<file path="config.mk">
export PLATFORM = sky130hd
export DESIGN_NAME = imm_predecode_queue_flat
export DESIGN_NICKNAME = d
export VERILOG_FILES = /design/src/rtl/imm_predecode_queue_pkg.sv /design/src/rtl/imm_predecode_queue_if.sv /design/src/rtl/imm_predecode_queue_imm_decode.sv /design/src/rtl/imm_predecode_queue.sv /design/src/flat_wrapper.sv
export SDC_FILE = /design/constraint.sdc
export NUM_CORES = 1
export LEC_CHECK = 0
export CORE_MARGIN = 5
export CORE_UTILIZATION = 45
export DETAILED_ROUTE_END_ITERATION = 16
export GPL_TIMING_DRIVEN = 1
export PLACE_DENSITY_LB_ADDON = 0.12
export SYNTH_ARGS = -nofsm -noshare
export SYNTH_HDL_FRONTEND = slang
export SYNTH_SLANG_ARGS = --single-unit
</file>
<file path="constraint.sdc">
create_clock -name clk -period 5.1 [get_ports clk]
set_input_delay 0.51 -clock clk [delete_from_list [all_inputs] [get_ports clk]]
set_output_delay 0.51 -clock clk [all_outputs]
set_load 0.005 [all_outputs]
</file>
<file path="src/rtl/imm_predecode_queue_pkg.sv">
// Shared opcode constants (inst[6:2]) and immediate-format tags for the
// predecoding instruction queue.
package imm_predecode_queue_pkg;

    typedef enum logic [2:0] {
        IMM_NONE = 3'd0,
        IMM_I    = 3'd1,
        IMM_S    = 3'd2,
        IMM_B    = 3'd3,
        IMM_U    = 3'd4,
        IMM_J    = 3'd5
    } imm_type_e;

    localparam logic [4:0] LOAD     = 5'b00000;
    localparam logic [4:0] MISC_MEM = 5'b00011;
    localparam logic [4:0] OP_IMM   = 5'b00100;
    localparam logic [4:0] AUIPC    = 5'b00101;
    localparam logic [4:0] OP_IMM32 = 5'b00110;
    localparam logic [4:0] STORE    = 5'b01000;
    localparam logic [4:0] OP       = 5'b01100;
    localparam logic [4:0] LUI      = 5'b01101;
    localparam logic [4:0] OP32     = 5'b01110;
    localparam logic [4:0] BRANCH   = 5'b11000;
    localparam logic [4:0] JALR     = 5'b11001;
    localparam logic [4:0] JAL      = 5'b11011;
    localparam logic [4:0] SYSTEM   = 5'b11100;

    // Only 32-bit encodings are accepted; compressed forms are flagged illegal.
    function automatic logic is_32bit_encoding(logic [31:0] inst);
        return inst[1:0] == 2'b11;
    endfunction

endpackage

</file>
<file path="src/rtl/imm_predecode_queue_if.sv">
// Fetch/decode-facing bus of the predecoding queue: push side, pop side,
// flush and occupancy.
interface imm_predecode_queue_if #(
    parameter int XLEN  = 32,
    parameter int DEPTH = 4
) ();
    import imm_predecode_queue_pkg::*;

    logic                          flush;
    logic                          push_valid;
    logic                          push_ready;
    logic [31:0]                   push_inst;
    logic [XLEN-1:0]               push_pc;
    logic                          pop_valid;
    logic                          pop_ready;
    logic [31:0]                   pop_inst;
    logic [XLEN-1:0]               pop_pc;
    logic signed [XLEN-1:0]        pop_imm;
    imm_type_e                     pop_imm_type;
    logic                          pop_illegal;
    logic [$clog2(DEPTH):0]        count;

    modport master (
        output flush, push_valid, push_inst, push_pc, pop_ready,
        input  push_ready, pop_valid, pop_inst, pop_pc, pop_imm,
               pop_imm_type, pop_illegal, count
    );

    modport slave (
        input  flush, push_valid, push_inst, push_pc, pop_ready,
        output push_ready, pop_valid, pop_inst, pop_pc, pop_imm,
               pop_imm_type, pop_illegal, count
    );

endinterface

</file>
<file path="src/rtl/imm_predecode_queue_imm_decode.sv">
// Combinational immediate extractor: raw instruction word to sign-extended
// XLEN immediate, format tag and illegal-opcode flag.
module imm_decode
    import imm_predecode_queue_pkg::*;
#(
    parameter int XLEN = 32
) (
    input  logic [31:0]            inst_i,
    output logic signed [XLEN-1:0] imm_o,
    output imm_type_e              imm_type_o,
    output logic                   illegal_o
);

    logic signed [11:0] imm_i12;
    logic signed [11:0] imm_s12;
    logic signed [12:0] imm_b13;
    logic signed [31:0] imm_u32;
    logic signed [20:0] imm_j21;

    assign imm_i12 = inst_i[31:20];
    assign imm_s12 = {inst_i[31:25], inst_i[11:7]};
    assign imm_b13 = {inst_i[31], inst_i[7], inst_i[30:25], inst_i[11:8], 1'b0};
    assign imm_u32 = {inst_i[31:12], 12'b0};
    assign imm_j21 = {inst_i[31], inst_i[19:12], inst_i[20], inst_i[30:21], 1'b0};

    // Signed size casts perform the sign extension up to XLEN.
    always_comb begin
        imm_o      = '0;
        imm_type_o = IMM_NONE;
        illegal_o  = 1'b0;
        if (!is_32bit_encoding(inst_i)) begin
            illegal_o = 1'b1;
        end else begin
            case (inst_i[6:2])
                LOAD, MISC_MEM, OP_IMM, JALR, SYSTEM: begin
                    imm_o      = XLEN'(imm_i12);
                    imm_type_o = IMM_I;
                end
                OP_IMM32: begin
                    if (XLEN == 64) begin
                        imm_o      = XLEN'(imm_i12);
                        imm_type_o = IMM_I;
                    end else begin
                        illegal_o = 1'b1;
                    end
                end
                STORE: begin
                    imm_o      = XLEN'(imm_s12);
                    imm_type_o = IMM_S;
                end
                BRANCH: begin
                    imm_o      = XLEN'(imm_b13);
                    imm_type_o = IMM_B;
                end
                LUI, AUIPC: begin
                    imm_o      = XLEN'(imm_u32);
                    imm_type_o = IMM_U;
                end
                JAL: begin
                    imm_o      = XLEN'(imm_j21);
                    imm_type_o = IMM_J;
                end
                OP: begin
                    imm_type_o = IMM_NONE;
                end
                OP32: begin
                    illegal_o = (XLEN != 64);
                end
                default: begin
                    illegal_o = 1'b1;
                end
            endcase
        end
    end

endmodule

</file>
<file path="src/rtl/imm_predecode_queue.sv">
// Circular instruction queue that decodes immediates on entry so the pop
// side is a pure read mux over registered entries.
module imm_predecode_queue
    import imm_predecode_queue_pkg::*;
#(
    parameter int XLEN  = 32,
    parameter int DEPTH = 4
) (
    input  logic                clk,
    input  logic                rst,
    imm_predecode_queue_if.slave bus
);

    localparam int PTR_W = $clog2(DEPTH);
    localparam int CNT_W = PTR_W + 1;

    logic signed [XLEN-1:0] dec_imm;
    imm_type_e              dec_type;
    logic                   dec_illegal;

    logic [31:0]            inst_q [DEPTH];
    logic [XLEN-1:0]        pc_q   [DEPTH];
    logic signed [XLEN-1:0] imm_q  [DEPTH];
    imm_type_e              type_q [DEPTH];
    logic                   ill_q  [DEPTH];

    logic [PTR_W-1:0] wr_ptr_q, wr_ptr_d;
    logic [PTR_W-1:0] rd_ptr_q, rd_ptr_d;
    logic [CNT_W-1:0] count_q, count_d;

    logic push_fire;
    logic pop_fire;

    imm_decode #(.XLEN(XLEN)) u_imm_decode (
        .inst_i     (bus.push_inst),
        .imm_o      (dec_imm),
        .imm_type_o (dec_type),
        .illegal_o  (dec_illegal)
    );

    // Handshakes look only at registered occupancy and the flush input.
    assign bus.push_ready = (count_q != CNT_W'(DEPTH)) && !bus.flush;
    assign bus.pop_valid  = (count_q != '0);
    assign push_fire      = bus.push_valid && bus.push_ready;
    assign pop_fire       = bus.pop_valid && bus.pop_ready;

    always_comb begin
        wr_ptr_d = wr_ptr_q;
        rd_ptr_d = rd_ptr_q;
        count_d  = count_q;
        if (bus.flush) begin
            wr_ptr_d = '0;
            rd_ptr_d = '0;
            count_d  = '0;
        end else begin
            if (push_fire) wr_ptr_d = wr_ptr_q + PTR_W'(1);
            if (pop_fire)  rd_ptr_d = rd_ptr_q + PTR_W'(1);
            count_d = count_q + CNT_W'(push_fire) - CNT_W'(pop_fire);
        end
    end

    // Storage is cleared on reset so an empty queue never presents X.
    always_ff @(posedge clk) begin
        if (rst) begin
            wr_ptr_q <= '0;
            rd_ptr_q <= '0;
            count_q  <= '0;
            for (int i = 0; i < DEPTH; i++) begin
                inst_q[i] <= '0;
                pc_q[i]   <= '0;
                imm_q[i]  <= '0;
                type_q[i] <= IMM_NONE;
                ill_q[i]  <= 1'b0;
            end
        end else begin
            wr_ptr_q <= wr_ptr_d;
            rd_ptr_q <= rd_ptr_d;
            count_q  <= count_d;
            if (push_fire) begin
                inst_q[wr_ptr_q] <= bus.push_inst;
                pc_q[wr_ptr_q]   <= bus.push_pc;
                imm_q[wr_ptr_q]  <= dec_imm;
                type_q[wr_ptr_q] <= dec_type;
                ill_q[wr_ptr_q]  <= dec_illegal;
            end
        end
    end

    assign bus.pop_inst     = inst_q[rd_ptr_q];
    assign bus.pop_pc       = pc_q[rd_ptr_q];
    assign bus.pop_imm      = imm_q[rd_ptr_q];
    assign bus.pop_imm_type = type_q[rd_ptr_q];
    assign bus.pop_illegal  = ill_q[rd_ptr_q];
    assign bus.count        = count_q;

endmodule

</file>
<file path="src/flat_wrapper.sv">
// flat-port wrapper written by rule: the top's interface ports become plain ports
module imm_predecode_queue_flat import imm_predecode_queue_pkg::*;
#(
    parameter int XLEN  = 32,
    parameter int DEPTH = 4
)
  (clk, rst, bus_flush, bus_push_valid, bus_push_inst, bus_push_pc, bus_pop_ready, bus_push_ready, bus_pop_valid, bus_pop_inst, bus_pop_pc, bus_pop_imm, bus_pop_imm_type, bus_pop_illegal, bus_count);
  imm_predecode_queue_if #(.XLEN(XLEN), .DEPTH(DEPTH)) bus_i ();
  input  logic clk;
  input  logic rst;
  input wire logic [$bits(bus_i.flush)-1:0] bus_flush;
  input wire logic [$bits(bus_i.push_valid)-1:0] bus_push_valid;
  input wire logic [$bits(bus_i.push_inst)-1:0] bus_push_inst;
  input wire logic [$bits(bus_i.push_pc)-1:0] bus_push_pc;
  input wire logic [$bits(bus_i.pop_ready)-1:0] bus_pop_ready;
  output wire logic [$bits(bus_i.push_ready)-1:0] bus_push_ready;
  output wire logic [$bits(bus_i.pop_valid)-1:0] bus_pop_valid;
  output wire logic [$bits(bus_i.pop_inst)-1:0] bus_pop_inst;
  output wire logic [$bits(bus_i.pop_pc)-1:0] bus_pop_pc;
  output wire logic [$bits(bus_i.pop_imm)-1:0] bus_pop_imm;
  output wire logic [$bits(bus_i.pop_imm_type)-1:0] bus_pop_imm_type;
  output wire logic [$bits(bus_i.pop_illegal)-1:0] bus_pop_illegal;
  output wire logic [$bits(bus_i.count)-1:0] bus_count;
  assign bus_i.flush = bus_flush;
  assign bus_i.push_valid = bus_push_valid;
  assign bus_i.push_inst = bus_push_inst;
  assign bus_i.push_pc = bus_push_pc;
  assign bus_i.pop_ready = bus_pop_ready;
  assign bus_push_ready = bus_i.push_ready;
  assign bus_pop_valid = bus_i.pop_valid;
  assign bus_pop_inst = bus_i.pop_inst;
  assign bus_pop_pc = bus_i.pop_pc;
  assign bus_pop_imm = bus_i.pop_imm;
  assign bus_pop_imm_type = bus_i.pop_imm_type;
  assign bus_pop_illegal = bus_i.pop_illegal;
  assign bus_count = bus_i.count;
  imm_predecode_queue #(.XLEN(XLEN), .DEPTH(DEPTH)) u_core (.clk(clk), .rst(rst), .bus(bus_i));
endmodule
</file>
==> flow_metrics.env <==
export IMPL_rsz0062_at_grt="no"
export IMPL_worstHoldStart="u_core.rd_ptr_q[1]"
export IMPL_cp_max_fo=32
export IMPL_drtPass1Iterations=5
export IMPL_core_area_um2=39500
export IMPL_die_area_um2=43700
export IMPL_crit_path_end_kind="output pin"
export IMPL_yosysTopAreaCellShare_pct=67.4
export IMPL_place_congestion=0.757
export IMPL_synth_edf_count=400
export IMPL_viasPerCell=5.51
export IMPL_tns_ps=0
export IMPL_worstSkewPairLatency_ps=560
export IMPL_cts_hold_buf=0
export IMPL_cts_made_buffers=45
export IMPL_ir_worst_vdd_v=0.000254
export IMPL_fin_crit_sh_pct=68.8
export IMPL_postLayoutCellArea_um2=21600
export IMPL_synth_most_common_cell="edfxtp_1"
export IMPL_clk_path_buf_depth=3
export IMPL_fin_worst_skew_ps=11.7
export IMPL_cts_reportedPaths_clkPinSlew_ps=60
export IMPL_postCtsSetupBuffers=0
export IMPL_finish_net_count=1396
export IMPL_timing_rr_start="u_core.wr_ptr_q[0]"
export IMPL_pin_count=174
export IMPL_dp_hpwl_mm=25.5
export IMPL_synth_async_reset_ratio_pct=0
export IMPL_ys_flop_type="edfxtp_1"
export IMPL_maxSlewHeadroom_pct=25.7
export IMPL_yosysSeqAreaShare_pct=68.4
export IMPL_synth_seq_cells=409
export IMPL_synth_commonest_cells="edfxtp_1 (400), nor2_1 (175), and3_1 (100), mux4_2 (100), clkbuf_1 (54)"
export IMPL_core_rowCount=73
export IMPL_antennaDiodeCount=0
export IMPL_antenna_found_initial=3
export IMPL_clockRootBuffer="clkbuf_16"
export IMPL_die_y_um=209
export IMPL_grt_pass1_wl_mm=66.0
export IMPL_cts_tree="done"
export IMPL_ctsResizeCount=0
export IMPL_drt_drc_violations_left=0
export IMPL_synth_cell_types=53
export IMPL_drt_initial_drc_count=657
export IMPL_fillCellCount=3286
export IMPL_cp_start_kind="flip-flop"
export IMPL_period_needed_ps=3510
export IMPL_routed_wl_mm=43.1
export IMPL_grt_overflow_total=0
export IMPL_worstPathRequired_ps=4590
export IMPL_synth_cells=1166
export IMPL_grtUsageTotal_pct=19.7
export IMPL_hold_violations=0
export IMPL_slew_viol_final=0
export IMPL_syn_nets=1238
export IMPL_final_instance_count_excl_fill=1882
export IMPL_h_tree_depth=2
export IMPL_dp_cells=1802
export IMPL_synth_top_area_cell="edfxtp_1"
export IMPL_area_growth_pct=21.0
export IMPL_setup_violations=0
export IMPL_drv_cap=0
export IMPL_hold_class="reg2reg"
export IMPL_grt_max_degree=97
export IMPL_die_w_um=209
export IMPL_start_util_pct=45.2
export IMPL_vias=10400
export IMPL_power_leakage_uw=0.00781
export IMPL_port_buffers=173
export IMPL_tightest_slew_ps=1110
export IMPL_drtAntennaViolNets=0
export IMPL_avgRoutedWirePerCell_um=22.9
export IMPL_power_per_cell_area_nw_per_um2=357
export IMPL_path_class="reg2out"
export IMPL_clock_sinks=409
export IMPL_layout_drive_gt1_share_pct=16.1
export IMPL_grt_pass1_vias=10800
export IMPL_r2r_setup_slack_ps=2370
export IMPL_postSynthAreaPerCell_um2=15.3
export IMPL_seqCellArea_um2=12200
export IMPL_run_status="finished clean"
export IMPL_syn_cell_area_um2=17800
export IMPL_postPlaceCellArea_um2=20100
export IMPL_max_freq_ghz=0.285
export IMPL_ys_warn_count=0
export IMPL_cp_arrival_ps=3000
export IMPL_multi_input_area_um2=5130
export IMPL_synth_area_leaders="edfxtp_1 (67%), mux4_2 (13%), nor2_1 (3.7%)"
-- flip-flops by register name (all words and copies together), names as in the netlist, named ones only --
register,flops
u_core.wr_ptr_q,2
u_core.type_q,12
u_core.pc_q,128
u_core.inst_q,128
u_core.ill_q,4
u_core.imm_q,128
u_core.rd_ptr_q,2
u_core.bus.count,3
-- final cells by class --
class / instances / area share (%)
clock inverters: 24 / 1.16
well taps: 525 / 3.05
multi-input cells: 626 / 23.8
inverters: 43 / 0.748
clock buffers: 56 / 5.51
repair buffers: 199 / 9.22
flip-flops and latches: 409 / 56.6
-- worst paths after layout --
path,to,depth (start not counted)
worst min register to register,flip-flop,2
worst max-delay path,bus_pop_imm[1],3
worst min-delay path,flip-flop,2
worst max register to register,u_core.inst_q[1][2],4
-- where the power goes --
group | internal, uW | total (uW) | switching, uW
clock | 1900 | 3190 | 1290
combinational | 302 | 627 | 324
sequential | 3840 | 3880 | 44.6
total | 6040 | 7700 | 1660
-- cells in the final DEF (no fill, tap or decap), types with 3 or more instances in the layout --
cell / instances
a211oi_1: 11
a21oi_1: 52
a221oi_1: 8
and2_1: 36
and3_1: 100
buf_12: 5
buf_4: 21
bufinv_16: 5
clkbuf_1: 10
clkbuf_16: 46
clkdlybuf4s50_1: 173
clkinv_1: 10
clkinv_2: 6
dfxtp_1: 7
edfxtp_1: 400
inv_1: 43
mux4_2: 100
nand2_1: 50
nand3_1: 7
nor2_1: 174
nor3_1: 30
o211ai_2: 3
or2_2: 4
or3b_2: 3
xnor2_1: 5
-- kinds of logic (layout without fill, tap and decap cells) --
logic type | Yosys count | after routing | synth area share (%)
and+or+nand+nor | 424 | 424 | 11.8
DFF | 409 | 409 | 68.4
buffers and inverters | 131 | 322 | 3.17
muxes | 102 | 102 | 12.8
AOI/OAI and AO/OA | 91 | 91 | 3.38
xor gates and xnor gates | 6 | 6 | 0.295
adders and majority gates | 3 | 3 | 0.253
-- metrics by stage --
stage	setup WS (ps)	hold WS [ps]	power (uW)	utilization (%)
3_5_place_dp	1510	547	4590	51.0
3_3_place_gp	1540	563	4590	51.0
4_1_cts	1480	566	7790	54.7
6_report	1590	564	7700	54.7
5_1_grt	1370	579	7980	54.7
2_1_floorplan	849	526	4250	-
-- critical path: stages (launching register included) --
cell and delay, ps:
dfxtp_4 810, buf_4 480, mux4_2 600, clkdlybuf4s50_1 470
-- routing by layer --
layer  vias to the layer above  part of all wire (%)  GRT usage, %
met2                       267                    50          33.1
met5                         -                 0.079             0
li1                       4750                     -             -
met1                      5276                    43          26.6
met3                        62                   5.2          3.72
met4                         6                   1.9          5.24
(Power assumes the default switching activity.)
